==> src/rtl/toggle_event_decoder.sv <==
// -----------------------------------------------------------------------------
// toggle_event_decoder
//
// Receive side of a toggle-encoded (T flip-flop) event link. The sender flips a
// single level line once per event. This block synchronises that line into
// clk, turns every level change into a one-cycle pulse, and keeps a saturating
// count of events the consumer has not yet taken.
//
// Parameters
//   SYNC_STAGES  synchroniser depth on tog_in (legal 2..4)
//   CNT_W        pending counter width; holds up to 2**CNT_W-1 events
//   INIT_LEVEL   reset level of the synchroniser and reference register; must
//                equal the sender's T-FF reset value
//
// Ports
//   clk        in   rising-edge clock
//   reset      in   asynchronous, active-low reset
//   tog_in     in   toggle-encoded event line (asynchronous to clk)
//   evt_ready  in   consumer takes one buffered event this cycle
//   clr_ovf    in   clears the sticky overflow flag
//   evt_valid  out  at least one event buffered
//   evt_pulse  out  one-cycle pulse per detected toggle
//   pending    out  number of buffered, unaccepted events
//   overflow   out  sticky: an event was dropped because the buffer was full
//   tog_level  out  synchronised tog_in (last synchroniser stage)
//   dbg_state  out  buffer state: 0 EMPTY, 1 ACTIVE, 2 FULL
//
// Handshake: an event is handed over on every rising edge where evt_valid and
// evt_ready are both high; evt_valid is combinational from the pending count,
// and evt_ready is ignored while nothing is buffered.
// -----------------------------------------------------------------------------
module toggle_event_decoder #(
  parameter int   SYNC_STAGES = 2,
  parameter int   CNT_W       = 4,
  parameter logic INIT_LEVEL  = 1'b0
) (
  input  logic             clk,
  input  logic             reset,
  input  logic             tog_in,
  input  logic             evt_ready,
  input  logic             clr_ovf,
  output logic             evt_valid,
  output logic             evt_pulse,
  output logic [CNT_W-1:0] pending,
  output logic             overflow,
  output logic             tog_level,
  output logic [1:0]       dbg_state
);

  typedef enum logic [1:0] {
    BUF_EMPTY  = 2'd0,
    BUF_ACTIVE = 2'd1,
    BUF_FULL   = 2'd2
  } buf_state_t;

  localparam logic [CNT_W-1:0] CNT_MAX = '1;
  localparam logic [CNT_W-1:0] CNT_ONE = CNT_W'(1);

  logic [SYNC_STAGES-1:0] sync_q;
  logic                   prev_q;
  logic                   edge_r;
  buf_state_t             buf_state;
  logic                   push;
  logic                   pop;

  // Synchroniser plus change detector. The chain and the reference both start
  // at INIT_LEVEL, so a line already away from INIT_LEVEL at reset release is
  // reported as exactly one event.
  always_ff @(posedge clk or negedge reset) begin
    if (!reset) begin
      sync_q <= {SYNC_STAGES{INIT_LEVEL}};
      prev_q <= INIT_LEVEL;
      edge_r <= 1'b0;
    end else begin
      sync_q <= {sync_q[SYNC_STAGES-2:0], tog_in};
      prev_q <= sync_q[SYNC_STAGES-1];
      edge_r <= sync_q[SYNC_STAGES-1] ^ prev_q;
    end
  end

  assign tog_level = sync_q[SYNC_STAGES-1];
  assign evt_pulse = edge_r;

  // Buffer state is a pure function of the count; no separate state register.
  always_comb begin
    buf_state = BUF_ACTIVE;
    if (pending == '0) begin
      buf_state = BUF_EMPTY;
    end else if (pending == CNT_MAX) begin
      buf_state = BUF_FULL;
    end
  end

  assign evt_valid = (pending != '0);
  assign push      = edge_r;
  assign pop       = evt_valid & evt_ready;
  assign dbg_state = buf_state;

  always_ff @(posedge clk or negedge reset) begin
    if (!reset) begin
      pending  <= '0;
      overflow <= 1'b0;
    end else begin
      case (buf_state)
        BUF_EMPTY: begin
          // pop cannot be high here, so a push always lands.
          if (push) pending <= pending + CNT_ONE;
        end
        BUF_ACTIVE: begin
          if (push && !pop) begin
            pending <= pending + CNT_ONE;
          end else if (pop && !push) begin
            pending <= pending - CNT_ONE;
          end
        end
        BUF_FULL: begin
          // A push without a simultaneous pop is dropped; count stays at max.
          if (pop && !push) pending <= pending - CNT_ONE;
        end
        default: pending <= pending;
      endcase

      // Setting takes priority over clearing in the same cycle.
      if (push && !pop && (buf_state == BUF_FULL)) begin
        overflow <= 1'b1;
      end else if (clr_ovf) begin
        overflow <= 1'b0;
      end
    end
  end

endmodule

==> config.mk <==
export PLATFORM = sky130hd
export DESIGN_NAME = toggle_event_decoder
export DESIGN_NICKNAME = d
export VERILOG_FILES = /design/src/rtl/toggle_event_decoder.sv
export SDC_FILE = /design/constraint.sdc
export NUM_CORES = 1
export LEC_CHECK = 0
export ABC_AREA = 1
export ABC_CLOCK_PERIOD_IN_PS = 3300
export CAP_MARGIN = 25
export CORE_AREA = 2 2 39 41
export CTS_CLUSTER_SIZE = 8
export DETAILED_ROUTE_END_ITERATION = 8
export DIE_AREA = 0 0 41 43
export PLACE_DENSITY = 0.76
export SLEW_MARGIN = 20
export SYNTH_ARGS = -nofsm -noshare
export SYNTH_HDL_FRONTEND = slang
export SYNTH_SLANG_ARGS = --single-unit
export TNS_END_PERCENT = 10
==> constraint.sdc <==
create_clock -name clk -period 3.3 [get_ports clk]
set_input_delay 0.33 -clock clk [delete_from_list [all_inputs] [get_ports clk]]
set_output_delay 0.33 -clock clk [all_outputs]
set_load 0.03 [all_outputs]
* After elaboration in Yosys (flattened, before gate mapping)
Index checks and enable logic that the tools add are counted.
** Word-level totals
- Bits in registers :: 9
- Bits of input ports :: 5
- Output and inout port bits :: 10
- Word-level logic and storage cells :: 32
** Cells by class
- $add $sub $neg :: 2
- Equal/unequal tests :: 4
- Muxes and demuxes :: 8
- Bitwise gates (word level) :: 2
- Reduce and logical (&&, ||, !) cells :: 11
** Operator list (count)
- $mux 4 :: 3
- $pmux 4 s3 :: 1
- $add 4x1->4 const B :: 1
- $eq 4x4->1 const B :: 1
- $logic_not 4->1 :: 1
- $mux 2 :: 2
- $reduce_bool 4->1 :: 1
- $sub 4x1->4 const B :: 1
- $logic_and 1x1->1 :: 3
- $reduce_bool 3->1 :: 1
- $eq 2x1->1 const B :: 1
- $eq 2x2->1 const B :: 1
- $logic_not 1->1 :: 2
- $logic_not 2->1 :: 1
- $mux 1 :: 2
- $ne 2x2->1 const B :: 1
- $reduce_and 2->1 :: 1
- $reduce_bool 2->1 :: 1
- $and 1x1->1 :: 1
- $xor 1x1->1 :: 1

* Logic depth before layout (Yosys ltp)
- Depth after elaboration :: 6
- Mapped depth :: 10
- Mapped depth without buffers :: 10

* Worst setup path before layout
No wires, ideal clock.
- Kind :: register to register
- Start :: register pending[0]
- End :: register pending[2]
- Library setup time :: 73 ps
- Arrival :: 1659 ps
- Data required time :: 3227 ps
- Slack :: 1567 ps
- Stages on the path, launching flop included :: 11
- Path buffers :: 1
- Cells stage by stage :: dfrtp_1 > inv_1 > ha_1 > nand2_2 > buf_6 > nand2_2 > inv_2 > nand2_1 > o21ai_1 > nand2_1 > a21oi_2
** On the way
- Cells in the longest elaborated chain, start to end :: 6
** Ends and longest elaborated chain
- from (decl) :: line 44 : output logic [CNT_W-1:0] pending,
- from (signal assigned) :: line 107 : if (push) pending <= pending + CNT_ONE;
- from (signal assigned) :: line 111 : pending <= pending + CNT_ONE;
- from (signal assigned) :: line 113 : pending <= pending - CNT_ONE;
- $reduce_bool 4->1 (*) :: line 94 : assign evt_valid = (pending != '0);
- named net evt_valid :: line 42 : output logic evt_valid,
- $and 1x1->1 (*) :: line 96 : assign pop = evt_valid & evt_ready;
- $logic_and 1x1->1 or $logic_not 1->1 (tied branches) :: line 112, 118, 110
- $mux 4 or $logic_and 1x1->1 (tied branches) :: line 112, 118, 110
- $mux 4 :: line 110 : if (push && !pop) begin
- $pmux 4 s3 (*) :: line 104 : case (buf_state)
Mark *: on every way through the listed nets, which the timed path passes. The rest lies on a longest branch. The select of a mux whose other input is x is not followed.
A chain may end at the register's enable or synchronous reset.

* Worst setup path after layout
- Start :: register pending[0]
- End :: output port dbg_state[0]
** On the way
- Cells in the longest elaborated chain, start to end :: 3
** Ends and longest elaborated chain
- $eq 4x4->1 :: line 89 : end else if (pending == CNT_MAX) begin
- $mux 2 :: line 89
- $mux 2 (*) :: line 87 : if (pending == '0) begin
- to (decl) :: line 47 : output logic [1:0] dbg_state
Every way passes the cells marked *; elsewhere a longest branch is shown, timed or not.

==> out/qor_table.md <==
| Result | Reported | Unit |
|:---|:---|:---|
| Source-to-sink clock delay at the later pin of the worst-skew pair | 0.25 | ns |
| PwrDens | 901.7 | mW/mm2 |
| Total Die Area | 0.001763 | mm2 |
| Number of global-route vias before repair | 393 | - |
| Number of port buffers | 14 | - |
| Total number of vias | 517 | - |
| Depth of the worst register-to-register path | 10 | - |
| Area growth from synthesis to final layout | 30.70 | % |
| Number of flip-flops and latches in the synthesized netlist | 9 | - |
| Critical path's most frequent cell | sky130_fd_sc_hd__nand2_2 | - |
| Multi-input gate area | 274.0 | um2 |
| Mean Syn Cell Area | 7.410 | um2 |
| Antenna violations before repair | 0 | - |
| Count of mapped cells out of synthesis | 77 | - |
| Cells traversed along the worst timing path | inv_1, ha_1, nand2_2, nand2_2, inv_2, clkdlybuf4s50_1 | - |
| Library cell used as clock root buffer | sky130_fd_sc_hd__clkbuf_4 | - |
| Number of buffers added to fix hold violations after cts | 0 | - |
| Aggregate global routing overflow | 0 | - |
| Async SR Flop Fraction | 100.0 | % |
| Placement Cell Area | 719.4 | um2 |
| Final Net Count | 102 | - |
| Worst endpoint required time | 2.97 | ns |
| Gp weighted congestion | 0.7980 | - |
| Total number of placement rows | 14 | - |
| Count of H-tree levels built during CTS | 1 | - |
| Highest clock frequency the design can meet | 429.5 | MHz |
| Most common cell in the netlist | sky130_fd_sc_hd__nand2_1 | - |
| Maximum number of pins on one net before global-route repair | 13 | - |
| Netlist cell types | 20 | - |
| Max transition margin | 75.04 | % |
| Ratio of cells with drive above 1 in the final layout | 11.70 | % |
| Router iterations before antenna repair | 5 | - |
| Sink Count | 9 | - |
| Total of cells resized after clock tree synthesis | 0 | - |
| Vert. Die Dim | 43 | um |
| Clock Skew | 0.002014 | ns |
| Wire length of the first global-routing pass | 1.483 | mm |
| Classification of the worst-slack hold path | flop to flop | - |
| Cell with the biggest individual delay on the critical path | sky130_fd_sc_hd__clkdlybuf4s50_1 | - |
| CTS clock-pin slew for the worst setup and hold paths | 0.05 | ns |
| Effective utilization at floorplan | 41.23 | % |
| DR DRC count | 0 | - |
| Drt total wl | 992 | um |
| Portion of the clock cycle consumed by the worst path in the final layout | 70.55 | % |
| Max-slew violation total from the final report | 0 | - |
| RSZ-0062 raised after global routing | no | - |
| Post-synth top area cell | sky130_fd_sc_hd__dfrtp_1 | - |
| Final number of hold-violating endpoints | 0 | - |
| Post-DRT Antenna Nets | 0 | - |
| List of most frequent post-synthesis cells | sky130_fd_sc_hd__nand2_1 (23), sky130_fd_sc_hd__inv_1 (14), sky130_fd_sc_hd__dfrtp_1 (9) | - |
| Dpl hpwl | 814.4 | um |
| Worst Setup Path Type | flop to primary output | - |
| Fill cells | 125 | - |
| Vias per Instance | 4.700 | - |
| Total routing usage reported by global routing | 12.56 | % |
| Mapped Area | 570.5 | um2 |
| CTS tree | done | - |
| Number of setup violations in the final report | 0 | - |
| Post-Layout Inst Area | 745.7 | um2 |
| CP Capture Type | primary output | - |
| Summed negative setup slack over all endpoints | 0 | ns |
| Sequential cell area | 225.2 | um2 |
| Ys Warns | 0 | - |
| Number of max-capacitance violations reported | 0 | - |
| DRT iter0 DRCs | 8 | - |
| Buffers from clock root to sink, at most | 2 | - |
| Final hold slack | 0.3486 | ns |
| Min Clock Period, post-route | 2.328 | ns |
| Transition time of the tightest slew-check pin | 0.3733 | ns |
| Wire length per cell after detailed routing | 9.018 | um |
| Final antenna diode count | 0 | - |
| Top-Level Pins | 15 | - |
| Count of non-filler cells in the finished layout | 110 | - |
| Leakage | 0.3968 | nW |
| Share of synthesized area occupied by flip-flops and latches | 39.47 | % |
| Overall power after layout | 672.4 | uW |
| Area of the placeable core | 0.001384 | mm2 |
| CP Launch Type | flop | - |
| Largest stage delay on the critical path | 0.66 | ns |
| Total placed cells including tap cells | 106 | - |
| Horizontal die dimension | 41 | um |
| Number of synthesized flops with an enable pin | 0 | - |
| Peak supply drop | 415.9 | uV |
| CTS buffer count | 3 | - |
| Top-area cell type share of the netlist area | 39.47 | % |
| Highest net fanout along the worst path | 12 | - |
| Most used flip-flop cell after synthesis | sky130_fd_sc_hd__dfrtp_1 | - |
| Top cells by area, synth | sky130_fd_sc_hd__dfrtp_1 (39%), sky130_fd_sc_hd__nand2_1 (15%), sky130_fd_sc_hd__inv_1 (9.2%) | - |
| Register-to-Register Setup Slack | 1.71 | ns |
| Result of the run | completed | - |
| Post-CTS setup-driven buffer insertion count | 0 | - |
| Endpoint arrival time on the critical path | 2.00 | ns |
| Post-Synthesis Net Count | 84 | - |
| Cell depth of the worst min-delay path | 0 | - |
## final cells by class
type | instances | area share (%)
Clock buffer | 4 | 3.523
Inverter | 16 | 8.054
Multi-Input combinational cell | 51 | 36.75
Sequential cell | 9 | 30.20
Tap cell | 16 | 2.685
Timing Repair Buffer | 14 | 18.79
## cells by family after synthesis
family | after synthesis | synth area share, %
and+or+nand+nor | 39 | 30.92
buffers and inverters | 17 | 12.50
AOI/OAI and AO/OA | 8 | 9.649
xor gates and xnor gates | 2 | 3.071
DFF | 9 | 39.47
adders and majority gates | 2 | 4.385
## layout by cell type, fill, tap and decap left out, types with 2 or more instances in the layout
cell	n
sky130_fd_sc_hd__nand2_1	23
sky130_fd_sc_hd__inv_1	14
sky130_fd_sc_hd__clkdlybuf4s50_1	14
sky130_fd_sc_hd__dfrtp_1	9
sky130_fd_sc_hd__nand3_1	7
sky130_fd_sc_hd__nand4_1	3
sky130_fd_sc_hd__a21oi_1	3
sky130_fd_sc_hd__clkbuf_4	3
sky130_fd_sc_hd__nand2_2	2
sky130_fd_sc_hd__inv_2	2
sky130_fd_sc_hd__nor2_1	2
sky130_fd_sc_hd__ha_1	2
## worst max-delay path, delay by kind of cell (launching register included)
kind,cells,cell delay (ns)
adders and majority gates,1,0.25
and+or+nand+nor,2,0.30
DFF,1,0.40
buffers and inverters,3,0.81
## per-stage QoR
| step | worst slack [ns] | utilization (%) |
|---|---|---|
| floorplan | 1.567 | - |
| global placement | 1.280 | 51.99 |
| detailed placement | 1.229 | 51.99 |
| CTS | 0.9510 | 53.89 |
| global route | 0.8400 | 53.89 |
| finish | 0.9718 | 53.89 |
## layer usage
| layer | global-route usage (%) | wire length [um] | vias up |
|---|---|---|---|
| met5 | 0 | 0 | - |
| li1 | - | - | 276 |
| met4 | 8.000 | 0 | 0 |
| met2 | 16.88 | 427 | 18 |
| met3 | 3.141 | 87 | 0 |
| met1 | 17.35 | 477 | 223 |
## final timing paths
| path | startpoint | endpoint |
|---|---|---|
| min reg2reg | sync_q[0] | sync_q[1] |
| max | pending[0] | dbg_state[0] |
| max reg2reg | pending[0] | pending[1] |
| min in group asynchronous | reset | pending[2] |
| min | sync_q[0] | sync_q[1] |
| max in group asynchronous | reset | pending[1] |
## report_power, final
group / switching [mW] / leakage [nW] / internal (mW)
Sequential: 0.0442 / 0.107 / 0.141
Clock: 0.0312 / 0.0150 / 0.0461
Combinational: 0.245 / 0.274 / 0.165
## sequential cells by signal, indices dropped and copies added (netlist names)
register and cells:
evt_pulse 1, overflow 1, pending 4, prev_q 1, sync_q 2
Power figures use the tool's default switching activity.
